**config.mk**
```make
export PLATFORM = sky130hd
export DESIGN_NAME = mem_access_stage
export DESIGN_NICKNAME = d
export VERILOG_FILES = /design/src/rtl/mem_access_stage.sv
export SDC_FILE = /design/constraint.sdc
export NUM_CORES = 1
export LEC_CHECK = 0
export BUFFER_PORTS_ARGS = -buffer_cell sky130_fd_sc_hd__buf_2
export CAP_MARGIN = 15
export CORE_AREA = 4 4 77 132
export CTS_CLUSTER_DIAMETER = 50
export CTS_CLUSTER_SIZE = 28
export DETAILED_ROUTE_END_ITERATION = 16
export DIE_AREA = 0 0 81 136
export PLACE_DENSITY = 0.86
export SLEW_MARGIN = 0
export SYNTH_ARGS = -nofsm -noshare
export SYNTH_HDL_FRONTEND = slang
export SYNTH_SLANG_ARGS = --single-unit
```
**constraint.sdc**
```tcl
create_clock -name clk -period 3.5 [get_ports clk]
set_input_delay 0.175 -clock clk [delete_from_list [all_inputs] [get_ports clk]]
set_output_delay 0.175 -clock clk [all_outputs]
set_load 0.005 [all_outputs]
```
**src/rtl/mem_access_stage.sv**
```systemverilog
// MEM stage of the 5-stage pipeline: runs loads/stores over a req/gnt/rvalid bus,
// aligns store data, extracts load data and produces the MEM/WB writeback fields.
module mem_access_stage #(
    parameter int TIMEOUT = 255,
    parameter int CNT_W   = 8
) (
    input  logic        clk,
    input  logic        reset,
    input  logic        in_valid,
    input  logic [3:0]  mem_op,
    input  logic [31:0] addr,
    input  logic [31:0] alu_result,
    input  logic [31:0] store_data,
    input  logic [4:0]  rd_in,
    input  logic        regwrite_in,
    input  logic        bus_gnt,
    input  logic        bus_rvalid,
    input  logic [31:0] bus_rdata,
    output logic        bus_req,
    output logic        bus_we,
    output logic [31:0] bus_addr,
    output logic [3:0]  bus_be,
    output logic [31:0] bus_wdata,
    output logic        stall,
    output logic        wb_regwrite,
    output logic [4:0]  wb_rd,
    output logic [31:0] wb_data,
    output logic        exc_adel,
    output logic        exc_ades,
    output logic        bus_err,
    output logic [1:0]  dbg_state
);

    typedef enum logic [1:0] {
        IDLE = 2'd0,
        REQ  = 2'd1,
        WAIT = 2'd2,
        DONE = 2'd3
    } state_t;

    localparam logic [3:0] OP_LB  = 4'd1;
    localparam logic [3:0] OP_LBU = 4'd2;
    localparam logic [3:0] OP_LH  = 4'd3;
    localparam logic [3:0] OP_LHU = 4'd4;
    localparam logic [3:0] OP_LW  = 4'd5;
    localparam logic [3:0] OP_SB  = 4'd6;
    localparam logic [3:0] OP_SH  = 4'd7;
    localparam logic [3:0] OP_SW  = 4'd8;

    localparam logic [CNT_W-1:0] CNT_LAST = CNT_W'(TIMEOUT - 1);

    state_t           state, state_nxt;
    logic [CNT_W-1:0] cnt;
    logic [31:0]      cap;
    logic             err;

    logic        is_load, is_store, misaligned, timeout_hit;
    logic [31:0] sel, load_val;

    always_comb begin
        is_load    = 1'b0;
        is_store   = 1'b0;
        misaligned = 1'b0;
        case (mem_op)
            OP_LB, OP_LBU: is_load = 1'b1;
            OP_LH, OP_LHU: begin is_load = 1'b1;  misaligned = addr[0];      end
            OP_LW:         begin is_load = 1'b1;  misaligned = |addr[1:0];   end
            OP_SB:         is_store = 1'b1;
            OP_SH:         begin is_store = 1'b1; misaligned = addr[0];      end
            OP_SW:         begin is_store = 1'b1; misaligned = |addr[1:0];   end
            default: ;
        endcase
    end

    assign sel = bus_rdata >> {addr[1:0], 3'b000};

    always_comb begin
        load_val = bus_rdata;
        case (mem_op)
            OP_LB:   load_val = {{24{sel[7]}}, sel[7:0]};
            OP_LBU:  load_val = {24'd0, sel[7:0]};
            OP_LH:   load_val = {{16{sel[15]}}, sel[15:0]};
            OP_LHU:  load_val = {16'd0, sel[15:0]};
            default: load_val = bus_rdata;
        endcase
    end

    // >= rather than == so a gnt on the last REQ cycle still leaves WAIT bounded.
    assign timeout_hit = (cnt >= CNT_LAST);
    assign dbg_state   = state;

    always_ff @(posedge clk) begin
        if (reset) begin
            state <= IDLE;
            cnt   <= '0;
            cap   <= '0;
            err   <= 1'b0;
        end else begin
            state <= state_nxt;
            case (state)
                IDLE: cnt <= '0;
                REQ: begin
                    cnt <= cnt + 1'b1;
                    if (!bus_gnt && timeout_hit) err <= 1'b1;
                end
                WAIT: begin
                    cnt <= cnt + 1'b1;
                    if (bus_rvalid) cap <= load_val;
                    else if (timeout_hit) err <= 1'b1;
                end
                DONE: err <= 1'b0;
                default: ;
            endcase
        end
    end

    always_comb begin
        state_nxt   = state;
        bus_req     = 1'b0;
        bus_we      = 1'b0;
        bus_addr    = '0;
        bus_be      = '0;
        bus_wdata   = '0;
        stall       = 1'b0;
        wb_regwrite = 1'b0;
        wb_rd       = '0;
        wb_data     = '0;
        exc_adel    = 1'b0;
        exc_ades    = 1'b0;
        bus_err     = 1'b0;
        case (state)
            IDLE: begin
                if (in_valid && (is_load || is_store)) begin
                    if (misaligned) begin
                        exc_adel = is_load;
                        exc_ades = is_store;
                    end else begin
                        stall     = 1'b1;
                        state_nxt = REQ;
                    end
                end else if (in_valid) begin
                    // With no instruction present every output stays at zero.
                    wb_data     = alu_result;
                    wb_rd       = rd_in;
                    wb_regwrite = regwrite_in;
                end
            end
            REQ: begin
                bus_req  = 1'b1;
                stall    = 1'b1;
                bus_addr = {addr[31:2], 2'b00};
                bus_we   = is_store;
                case (mem_op)
                    OP_SB: begin
                        bus_be    = 4'b0001 << addr[1:0];
                        bus_wdata = {4{store_data[7:0]}};
                    end
                    OP_SH: begin
                        bus_be    = 4'b0011 << addr[1:0];
                        bus_wdata = {2{store_data[15:0]}};
                    end
                    OP_SW: begin
                        bus_be    = 4'b1111;
                        bus_wdata = store_data;
                    end
                    default: bus_be = 4'b1111;
                endcase
                if (bus_gnt)          state_nxt = is_store ? DONE : WAIT;
                else if (timeout_hit) state_nxt = DONE;
            end
            WAIT: begin
                stall = 1'b1;
                if (bus_rvalid || timeout_hit) state_nxt = DONE;
            end
            DONE: begin
                wb_rd       = rd_in;
                wb_data     = is_load ? cap : 32'd0;
                wb_regwrite = regwrite_in & is_load & ~err;
                bus_err     = err;
                state_nxt   = IDLE;
            end
            default: state_nxt = IDLE;
        endcase
    end

endmodule

```
## Word-level counts from Yosys, hierarchy flattened

Cells that the tools add are included.

- Flip-flop bits (word level): 43
- Bits of input ports: 143
- Output and inout bits: 114
- Word-level logic and storage cells: 90

- Add/sub/neg operators: 1
- $lt $le $gt $ge: 1
- Eq/ne operators: 18
- Shift-type cells: 3
- Multiplexer cells: 43
- Bitwise logic cells: 3
- Reduce and logical (&&, ||, !) cells: 17

Operator list:

| cell | number |
|---|---|
| 32-bit 2-to-1 mux | 5 |
| 32-bit case mux with 4 select lines | 1 |
| 32-bit case mux with 3 select lines | 1 |
| 32-bit case mux with 2 select lines | 1 |
| 32-bit by 5-bit right shift with 16-bit output | 1 |
| 1-bit 2-to-1 mux | 19 |
| 4-bit by 3-bit equality test with 1-bit output (second input constant) | 4 |
| 8-bit case mux with 2 select lines | 1 |
| 2-bit != test (second input constant) | 6 |
| 2-bit 2-to-1 mux | 5 |
| 5-bit 2-to-1 mux | 2 |
| 5-bit case mux with 2 select lines | 1 |
| 8-bit by 1-bit adder with 8-bit output (second input constant) | 1 |
| 4-bit by 2-bit equality test with 1-bit output (second input constant) | 2 |
| 8-bit >= comparator (second input constant) | 1 |
| 2-bit case mux with 4 select lines | 1 |
| 4-bit case mux with 2 select lines | 1 |
| 4-bit AND reduction | 2 |
| 1-bit case mux with 2 select lines | 3 |
| 2-bit OR reduction | 3 |
| 3-bit OR reduction | 2 |
| 5-bit OR reduction | 1 |
| 2-bit equality test (second input constant) | 2 |
| 4-bit by 1-bit equality test with 1-bit output (second input constant) | 1 |
| other kinds (16) | 19 |

## Longest topological paths before layout

- Word-level depth: 7
- Mapped depth: 8

## Worst setup path after synthesis

Ideal clock, no wire load.

- Path type: reg2out
- From: register state[0] (netlist: dbg_state[0])
- To: output port wb_data[10]
- Arrival time: 1.641 ns
- Path slack: 1.684 ns
- Cell stages (with the launch flop): 6
- Path through: dfxtp_1 inv_1 ha_1 clkbuf_1 clkbuf_1 nor2_2

- Longest elaborated chain between the ends: 2
- Elaborated cells on any way between the ends: 3
- Classes of those cells: 1 x eq/ne; 1 x mux; 1 x reduce/logical

RTL lines:

| item | line | RTL |
|---|---|---|
| start, declared | 52 | `state_t state, state_nxt;` |
| start signal, assigned | 99 | `state <= state_nxt;` |
| 2-bit equality test / 2-bit zero test (equally long branches) | 131 | `case (state)` |
| 32-bit case mux with 2 select lines * | 131 |  |
| end, declared | 27 | `output logic [31:0] wb_data,` |

Mark *: on every way between the ends. The rest lies on a longest branch, timed or not.

## Worst setup path after layout

- From: register state[0] (netlist: dbg_state[0])
- To: output port wb_data[13]

The elaborated chain is that of the path after synthesis.

==> out/results.ini <==
[status]
status=complete, no violations

[layout]
final_area_sq_um=5739
drive_gt1_share_pct=47.48
fillCellCount=853
final_util_pct=63.11
areaGrowthSynthToFinish_pct=34.44
final_nets=924

[timing]
setup_viol=0
slew_violations=0
setup_tns_ps=0
hold_viol=0
fmax_mhz=367.3
slew_headroom_pct=41.33
rsz0062_at_grt=false
post-route-period-util_pct=77.79
fin_crit_ps=2723
clock_skew_ps=4.988
worstMarginPinSlew_ps=880.0

[clock_network]
path_clk_slew_ps=70
clk_latency_ps=290
tritoncts=done
hold_buffers=0
root_buffer=clkbuf_16
cts_resized=0
post_cts_buffers=0
cts_inserted_buffers=5
cts_num_sinks=43
htreeDepth=2
clk_path_buf_depth=2

[floorplanning]
fp.dieW_microns=81
std_cell_rows=46
dieArea_sq_um=11020
core-area_sq_um=9094
die_y_microns=136
pin_count=257
start_util_pct=46.95

[yosys]
synthSimpleGateAreaFrac_pct=33.82
synth_ff_type=dfxtp_1
synthTopCellsByArea=dfxtp_1 (20%), a22oi_2 (8.8%), and2_1 (7.6%), mux2i_1 (6.1%), nor2_2 (4.7%)
postSynthCellCount=550
syn_area_sq_um=4269
synth.avg_cell_area_sq_um=7.762
synth_top_area_share_pct=20.16
synthArstFlopShare_pct=0
synth_edf_count=0
synth_warnings=0
synth_seq_cells=43
synth_fa_ha_area_share_pct=2.052
yosys.area_share.xor_xnor_pct=0.8206
synth_area_leader_cell=dfxtp_1
yosysSeqAreaShare_pct=20.16
yosysUniqueCellTypes=61
synth_top_family_by_area=simple AND/OR/NAND/NOR gates
synth_compound_area_share_pct=29.66
synthMuxAreaShare_pct=6.624

[worst_setup_path]
crit_path_max_fanout=19
critPathKind=reg2out
cp-start-kind=register
worstPathArrival_ps=2550
reg2reg_depth=8
cp-end-kind=output port
required_ps=3320

[worst_hold_path]
whs_path_depth=3
worstHoldPathType=in2reg

[global_routing]
grt_pass1_vias=5108
track_usage_pct=30.21
antenna_found_initial=8
grt_max_degree=63
gr-total-overflow=0
grt_pass1_wl_mm=25.61

[place]
dp_hpwl_mm=13.64
gp_routability_congestion=0.9284
portBuffers=254
post_dp_cell_area_sq_um=5537

[drt]
first_pass_iters=5
num_vias=5125
drc=0
antenna_left=0
post_drt_wl_per_cell_microns=19.05
drtIter0Drc=341
routed_wl_mm=17.12
vias_per_cell=5.701

[run]
maxCapViolCount=0

[pwr]
power.density_nw_per_um2=295.0
p_leak_nw=2.662
peakVddDrop_v=0.0003339

==> routing by layer <==
| metal | vias up | part of all wire [%] | track usage [%] |
|---|---|---|---|
| met2 | 315 | 50 | 52.79 |
| met5 | - | 0.33 | 0 |
| met3 | 63 | 11 | 9.682 |
| met1 | 2342 | 34 | 31.19 |
| met4 | 8 | 4.7 | 16.35 |
| li1 | 2397 | - | - |
==> kinds of logic (layout without fill, tap and decap cells) <==
logic type,after synthesis,after routing
AO/OA/AOI/OAI,154,154
XOR/XNOR,4,4
adder cells (fa/ha/maj),7,7
buffers and inverters,55,279
flip-flops,43,43
multiplexers,27,27
other,1,6
AND/OR/NAND/NOR,259,259
==> where the power goes <==
group | internal, mW | switching (mW)
Combinational | 0.244 | 0.309
Clock | 0.409 | 0.214
Sequential | 0.504 | 0.0130
Total | 1.16 | 0.536
==> cell usage after synthesis, types with 5 or more instances <==
master and number:
and2_1 52, nand2_1 48, nor2_1 45, dfxtp_1 43, nor2_2 32, a22oi_2 30, mux2i_1 26, nor2b_1 24
clkbuf_1 21, o21ai_0 20, a22oi_1 18, nand3b_1 15, a21oi_1 14, o21ai_1 13, buf_2 12, a211oi_2 11
nand3_1 11, or2_2 9, o31ai_1 8, ha_1 7, o22ai_1 7, a211oi_1 6, buf_4 6, buf_6 6
buf_1 5, inv_1 5
==> cells in the final DEF, fill, tap and decap left out, drive strengths merged, types with 5 or more instances in the layout <==
cell type and instances:
ha 7, buf 266, nor2 78, or2 9
inv 5, nor2b 24, nand2 48, or3 5
nand3 11, clkbuf 5, dfxtp 43, a22oi 48
o21ai 33, a21oi 15, o22ai 7, and2 52
nand3b 16, a211oi 17, o31ai 8, mux2i 26
==> metrics by stage <==
stage	worst slack, ps	power (mW)	hold slack (ps)	std cells
2_1_floorplan	1684	0.8552	316.0	551
3_3_place_gp	977.4	1.068	451.9	887
3_5_place_dp	934.7	1.077	467.3	887
4_1_cts	758.3	1.690	160.4	895
5_1_grt	650.1	1.760	182.8	896
6_report	777.5	1.693	155.6	899
==> flip-flops by register name (all words and copies together), names as in the netlist <==
name       count
cap           32
cnt            8
err            1
dbg_state      2
==> critical path, cell delays in order (launching register included) <==
cell and delay [ps]:
dfxtp_1 370, inv_1 130, ha_1 260, nand2_1 160
a21oi_4 600, buf_4 390, a22oi_2 120, nor2_2 90
buf_2 120
==> final timing paths <==
path / from / end / slack [ps]
worst min register to register: cap[8] / cap[8] / 480
worst min-delay path: bus_rdata[25] / cap[25] / 160
worst max register to register: dbg_state[1] / dbg_state[1] / 1450
worst max-delay path: dbg_state[0] / wb_data[13] / 780
==> layout make-up <==
class | instances | area (sq um) | share of cell area, %
multi-input cells | 453 | 3133 | 54.59
clock buffers | 5 | 125.1 | 2.180
flip-flops and latches | 43 | 860.8 | 15.00
diodes | 4 | 10.01 | 0.1744
well taps | 120 | 150.1 | 2.616
inverters | 5 | 18.77 | 0.3270
repair buffers | 266 | 1374 | 23.94
clock inverters | 3 | 67.56 | 1.177
No activity file was read; power rests on OpenSTA's default activity.
